<file path="src/rtl/button_press_generator.sv">
// ---------------------------------------------------------------------------
// button_press_generator
//
// Turns single-cycle request pulses into button-like level presses. Every
// accepted request becomes levelOut high for HOLD_CYCLES, followed by at
// least GAP_CYCLES low, so a downstream button shaper sees one clean press
// per request. Requests that arrive while a press is running are buffered
// in a saturating pending counter; a request that finds the counter full
// is dropped and latches the sticky overflow flag.
//
// Parameters
//   HOLD_CYCLES  cycles levelOut is held high per press (>=1)
//   GAP_CYCLES   minimum low cycles after each press (>=1)
//   PEND_W       width of the pending counter, max queued = 2**PEND_W-1
//
// Ports
//   Clk       in   system clock, all state updates on posedge
//   Rst       in   synchronous active-high reset
//   pulseIn   in   press request, each high cycle is one request
//   levelOut  out  generated button level (registered)
//   busy      out  high whenever a press or its gap is in progress (registered)
//   pending   out  presses accepted but not yet started
//   overflow  out  sticky, a request was dropped because pending was full
// ---------------------------------------------------------------------------
module button_press_generator #(
  parameter int HOLD_CYCLES = 4,
  parameter int GAP_CYCLES  = 2,
  parameter int PEND_W      = 4
) (
  input  logic              Clk,
  input  logic              Rst,
  input  logic              pulseIn,
  output logic              levelOut,
  output logic              busy,
  output logic [PEND_W-1:0] pending,
  output logic              overflow
);

  typedef enum logic [1:0] {
    IDLE = 2'd0,
    HOLD = 2'd1,
    GAP  = 2'd2
  } state_t;

  // The phase counter only ever reaches (longest phase - 1), so its width
  // just needs to cover the larger of the two phase lengths.
  localparam int PHASE_MAX = (HOLD_CYCLES > GAP_CYCLES) ? HOLD_CYCLES : GAP_CYCLES;
  localparam int PHASE_W   = (PHASE_MAX > 1) ? $clog2(PHASE_MAX) : 1;

  localparam logic [PHASE_W-1:0] HOLD_LAST = PHASE_W'(HOLD_CYCLES - 1);
  localparam logic [PHASE_W-1:0] GAP_LAST  = PHASE_W'(GAP_CYCLES - 1);
  localparam logic [PEND_W-1:0]  PEND_FULL = '1;

  state_t             state;
  state_t             state_next;
  logic [PHASE_W-1:0] phase;
  logic [PHASE_W-1:0] phase_next;
  logic [PEND_W-1:0]  pending_next;
  logic               overflow_next;
  logic               level_next;
  logic               busy_next;
  logic               enqueue;
  logic               dequeue;

  // Next-state logic. A request seen while idle starts a press directly and
  // never touches the pending counter. Requests during HOLD/GAP are queued.
  // At the last GAP cycle a new press starts if anything is queued, and a
  // request arriving on that very cycle counts as queued, so it is enqueued
  // and dequeued on the same edge and the counter is left untouched.
  always_comb begin
    state_next    = state;
    phase_next    = phase;
    pending_next  = pending;
    overflow_next = overflow;
    dequeue       = 1'b0;
    enqueue       = pulseIn && (state != IDLE);

    case (state)
      IDLE: begin
        if (pulseIn) begin
          state_next = HOLD;
          phase_next = '0;
        end
      end
      HOLD: begin
        if (phase == HOLD_LAST) begin
          state_next = GAP;
          phase_next = '0;
        end else begin
          phase_next = phase + PHASE_W'(1);
        end
      end
      GAP: begin
        if (phase == GAP_LAST) begin
          phase_next = '0;
          if ((pending != '0) || enqueue) begin
            state_next = HOLD;
            dequeue    = 1'b1;
          end else begin
            state_next = IDLE;
          end
        end else begin
          phase_next = phase + PHASE_W'(1);
        end
      end
      default: begin
        state_next = IDLE;
        phase_next = '0;
      end
    endcase

    // A simultaneous enqueue and dequeue cancel out, which is also what
    // lets a request be accepted on a full counter at a dequeue edge.
    if (enqueue && !dequeue) begin
      if (pending == PEND_FULL) begin
        overflow_next = 1'b1;
      end else begin
        pending_next = pending + PEND_W'(1);
      end
    end else if (dequeue && !enqueue) begin
      pending_next = pending - PEND_W'(1);
    end

    // Outputs are derived from the next state so they can be registered
    // and still line up with the state they describe.
    level_next = (state_next == HOLD);
    busy_next  = (state_next != IDLE);
  end

  // State and output registers. Reset aborts any press in progress and
  // discards the queue, including the sticky overflow flag.
  always_ff @(posedge Clk) begin
    if (Rst) begin
      state    <= IDLE;
      phase    <= '0;
      pending  <= '0;
      overflow <= 1'b0;
      levelOut <= 1'b0;
      busy     <= 1'b0;
    end else begin
      state    <= state_next;
      phase    <= phase_next;
      pending  <= pending_next;
      overflow <= overflow_next;
      levelOut <= level_next;
      busy     <= busy_next;
    end
  end

endmodule

</file>
<file path="config.mk">
export PLATFORM = sky130hd
export DESIGN_NAME = button_press_generator
export DESIGN_NICKNAME = d
export VERILOG_FILES = /design/src/rtl/button_press_generator.sv
export SDC_FILE = /design/constraint.sdc
export NUM_CORES = 1
export LEC_CHECK = 0
export BUFFER_PORTS_ARGS = -buffer_cell sky130_fd_sc_hd__buf_2
export CORE_MARGIN = 2
export CORE_UTILIZATION = 25
export DETAILED_ROUTE_END_ITERATION = 12
export PLACE_DENSITY = 0.43
export SLEW_MARGIN = 0
export SYNTH_ARGS = -nofsm -noshare
export SYNTH_HDL_FRONTEND = slang
export SYNTH_SLANG_ARGS = --single-unit
</file>
<file path="constraint.sdc">
create_clock -name Clk -period 3.26 [get_ports Clk]
set_clock_uncertainty 0.15 [all_clocks]
set_input_delay 0.326 -clock Clk [delete_from_list [all_inputs] [get_ports Clk]]
set_output_delay 0.326 -clock Clk [all_outputs]
set_load 0.02 [all_outputs]
</file>
## Word level (Yosys, flattened, before mapping)

Cells that the tools add are included.

| word-level totals | value |
|---|---|
| input port bits | 3 |
| register bits after elaboration | 11 |
| output and inout bits | 7 |

| cells by class | value |
|---|---|
| reductions and logical operators | 13 |
| equality and inequality tests | 8 |
| mux-type cells | 15 |
| add/sub/neg operators | 3 |

Operators with widths:

| kind | number |
|---|---|
| 2-to-1 mux 2 bit | 6 |
| 2-to-1 mux 4 bit | 3 |
| case mux 2 bit (3 select lines) | 2 |
| == test 2 x 1 -> 1 bit (second input constant) | 3 |
| nonzero test 2 bit | 3 |
| adder 4 x 1 -> 4 bit (second input constant) | 1 |
| == test 2 bit (second input constant) | 2 |
| == test 4 bit (second input constant) | 1 |
| 2-to-1 mux 1 bit | 4 |
| inequality test 2 bit (second input constant) | 2 |
| AND reduction 2 bit | 2 |
| nonzero test 4 bit | 1 |
| subtractor 4 x 1 -> 4 bit (second input constant) | 1 |
| logical AND 1 bit | 3 |
| adder 2 x 1 -> 2 bit (second input constant) | 1 |
| logical NOT 1 bit | 2 |
| logical NOT 2 bit | 1 |
| logical OR 1 bit | 1 |

## Depth between registers and ports, before layout

| logic depth | value |
|---|---|
| depth after elaboration | 10 |
| mapped depth | 9 |
| depth with buffers taken out | 9 |

## Worst setup path before layout

Ideal clock, no wire load.

| timing | value |
|---|---|
| kind | register to register |
| from | register state[0] |
| to | register pending[3] |
| library setup time | 123 ps |
| arrival | 2034 ps |
| buffers on the path | 0 |
| cell stages (with the launch flop) | 10 |
| slack | 953 ps |
| cells stage by stage | dfxtp_1 inv_1 ha_1 nor2b_1 nand2_1 ha_1 a21o_1 a21oi_1 mux2i_1 mux2_1 |

| on the way | value |
|---|---|
| cells in the longest elaborated chain, start to end | 10 |
| elaborated cells on any way between the ends | 15 |

Ends and longest elaborated chain:

| item | line | RTL |
|---|---|---|
| from (decl) | 54 | `state_t state;` |
| from (signal assigned) | 141 | `state <= state_next;` |
| nonzero test 2 bit | 76 | `enqueue = pulseIn && (state != IDLE);` |
| logical AND 1 bit | 76 |  |
| logical OR 1 bit | 96 | `if ((pending != '0) \|\| enqueue) begin` |
| 2-to-1 mux 1 bit | 96 |  |
| 2-to-1 mux 1 bit | 94 | `if (phase == GAP_LAST) begin` |
| 2-to-1 mux 1 bit | 78 | `case (state)` |
| logical NOT 1 bit | 114 | `if (enqueue && !dequeue) begin` |
| logical AND 1 bit | 114 |  |
| inequality test 2 bit (no line) or nonzero test 2 bit (tied branches) | - |  |
| AND reduction 2 bit (no line) | - |  |
| to (signal assigned) | 143 | `pending <= pending_next;` |
| to (decl) | 35 | `output logic [PEND_W-1:0] pending,` |

Several ways; a longest one is shown, not always the timed one.
A chain may end at the register's enable or synchronous reset.

## Worst setup path after layout

Ends and elaborated chain as after synthesis.

==> results.sh <==
export IMPL_ys_warn_count=0
export IMPL_grt_busiest_layer="met2"
export IMPL_slowest_delay_ns=0.39
export IMPL_cp_num_cells=9
export IMPL_synth_largest_area_cell="dfxtp_1"
export IMPL_final_common_cell="dfxtp_1"
export IMPL_setup_tns_ns=0
export IMPL_grt_max_degree=11
export IMPL_gr_usage_met3=0.0279
export IMPL_crit_top_cell="ha_1"
export IMPL_antenna_found_initial=0
export IMPL_gp_congestion=0.737
export IMPL_setup_viol_count_final=0
export IMPL_grt_pass1_vias=531
export IMPL_crit_family="multiplexers"
export IMPL_worstReg2RegStart="state[0]"
export IMPL_hold_end="overflow"
export IMPL_initial_core_util=0.269
export IMPL_finalMaxSlewViolations=0
export IMPL_area_delta_synth_final_pct=15.5
export IMPL_ys_ff_latch=11
export IMPL_fmax_mhz=393
export IMPL_path_class="register to register"
export IMPL_cts_hold_buffers=0
export IMPL_drc=0
export IMPL_status="finished, final reports clean"
export IMPL_totalPowerFinal_mw=0.300
export IMPL_met2_usage=0.141
export IMPL_ctsResizeCount=0
export IMPL_yosysSeqAreaShare=0.325
export IMPL_vias_per_cell=4.87
export IMPL_rows=18
export IMPL_utilization=0.311
export IMPL_drt_iter0_drc=6
export IMPL_final_cell_mix="dfxtp_1, ha_1, buf_2"
export IMPL_tightest_slew_ns=0.425
export IMPL_synth_top_area_frac=0.325
export IMPL_nFillCells=277
export IMPL_critPathLaunch="state[0]"
export IMPL_synth_edf_count=0
export IMPL_synthArstFlopShare=0
export IMPL_reg2reg_depth=9
export IMPL_worstHoldPathType="primary input to register"
export IMPL_r2r_end="pending[3]"
export IMPL_use_met1=0.112
export IMPL_track_usage=0.0899
export IMPL_path_cells="inv_1 > ha_1 > nor2b_1 > nand2_1 > ha_1 > a21o_1 > a21oi_1 > mux2i_1 > mux2_1"
export IMPL_p_per_area_nw_per_um2=383
export IMPL_syn_inst=76
export IMPL_cts_root_buf="clkbuf_4"
export IMPL_maxCapViolations=0
export IMPL_hold_start="Rst"
export IMPL_clk_pin_slew_ns=0.07
export IMPL_crit_path_top_delay_cell="dfxtp_1"
export IMPL_vias=575
export IMPL_hold_viol=0
export IMPL_worstPathArrival_ns=2.55
export IMPL_p_leak_nw=0.346
export IMPL_synth_nets=89
export IMPL_rsz0062_at_grt="no"
export IMPL_fin_area_um2=783
export IMPL_diodes=0
export IMPL_grt_pass1_wl_um=2240
export IMPL_critPathCaptureType="register"
export IMPL_startpoint_type="register"
export IMPL_h_tree_depth=1
export IMPL_drive_gt1_frac=0.159
export IMPL_coreArea_um2=2520
export IMPL_cts_num_sinks=11
export IMPL_crit_buf_inv=1
export IMPL_period_needed_ns=2.55
export IMPL_ir_drop_mv=0.228
export IMPL_hold_depth=2
export IMPL_finalCritPeriodShare=0.781
export IMPL_overflow=0
export IMPL_pin_count=10
export IMPL_clk_path_buf_depth=2
export IMPL_yosys_top_cells_area="dfxtp_1, ha_1, nor2b_1"
export IMPL_first_pass_iters=5
export IMPL_nNetsFinal=102
export IMPL_relSlewSlack=0.714
export IMPL_finalHoldWorstSlack_ns=0.218
export IMPL_drtAntennaViolNets=0
export IMPL_hpwlAfterDp_um=1010
export IMPL_cts_setup_buffers=0
export IMPL_cp_required_ns=3.26
export IMPL_fp_dieW_um=56.1
export IMPL_ys_types=30
export IMPL_fp_dieH_um=56.1
export IMPL_crit_fanout=5
export IMPL_io_buffers=9
export IMPL_clk_latency_ns=0.26
export IMPL_synth_ff_type="dfxtp_1"
export IMPL_avgSynthCellArea_um2=8.92
export IMPL_place_area_um2=757
export IMPL_syn_cell_area_um2=678
export IMPL_ff2ff_setup_slack_ns=0.71
export IMPL_cts_buffers=3
export IMPL_fp_dieArea_um2=3140
export IMPL_cts_tree="built"
export IMPL_wire_per_inst_um=11.0
export IMPL_routed_wl_um=1300
[through the flow]
stage | std cells | setup WS [ns]
detailed placement | 114 | 0.702
floorplan | 76 | 0.953
finish | 118 | 0.714
CTS | 118 | 0.680
global placement | 114 | 0.724
global route | 118 | 0.526
[how the worst max path moves through the flow]
stage                  to  slack [ns]
6_report       pending[3]        0.71
5_1_grt        pending[3]        0.53
4_1_cts        pending[3]        0.68
3_5_place_dp   pending[3]        0.70
3_3_place_gp   pending[3]        0.72
2_1_floorplan  pending[3]        0.95
[cell families (layout without fill, tap and decap cells)]
family / count (synthesis) / after routing / share of synthesized area
buf+inv: 6 / 18 / 0.0332
flops: 11 / 11 / 0.325
simple gates: 28 / 28 / 0.236
fa+ha+maj: 10 / 10 / 0.196
xor+xnor: 1 / 1 / 0.0129
mux: 2 / 2 / 0.0314
compound gates: 18 / 18 / 0.166
[final cells by class]
class,count,area [µm²],share of cell area
Clock buffer,4,26.3,0.0335
Inverter,5,18.8,0.0240
Multi-Input combinational cell,59,435,0.556
Sequential cell,11,220,0.281
Tap cell,30,37.5,0.0479
Timing Repair Buffer,9,45.0,0.0575
[worst reg2reg max path, stage by stage (launching register included)]
cell,delay (ns)
dfxtp_1,0.39
inv_1,0.08
ha_1,0.23
nor2b_1,0.20
nand2_1,0.15
ha_1,0.30
a21o_1,0.18
a21oi_1,0.18
mux2i_1,0.24
mux2_1,0.33
[state kept, by name, indices dropped and copies added (netlist names)]
register / count
busy: 1
phase: 2
levelOut: 1
state: 2
pending: 4
overflow: 1
[Yosys cell counts (2+ instances only)]
| library cell | instances |
|---|---|
| a21o_1 | 2 |
| a21oi_1 | 4 |
| nor3_1 | 6 |
| nor2b_1 | 6 |
| nand3_1 | 2 |
| inv_1 | 5 |
| o21ai_0 | 5 |
| ha_1 | 9 |
| nor2_1 | 3 |
| nand2_1 | 4 |
| dfxtp_1 | 11 |
[routing by layer]
layer / routed length [µm] / up-vias
met5: 0 / -
met4: 0 / 0
met3: 42 / 0
met2: 612 / 12
met1: 642 / 270
li1: - / 293
[power by group]
| part | internal (mW) | switching (mW) |
|---|---|---|
| registers | 0.142 | 0.00736 |
| logic | 0.0258 | 0.0327 |
| clock network | 0.0473 | 0.0451 |
Note: power is estimated with default switching activity, not from simulation.
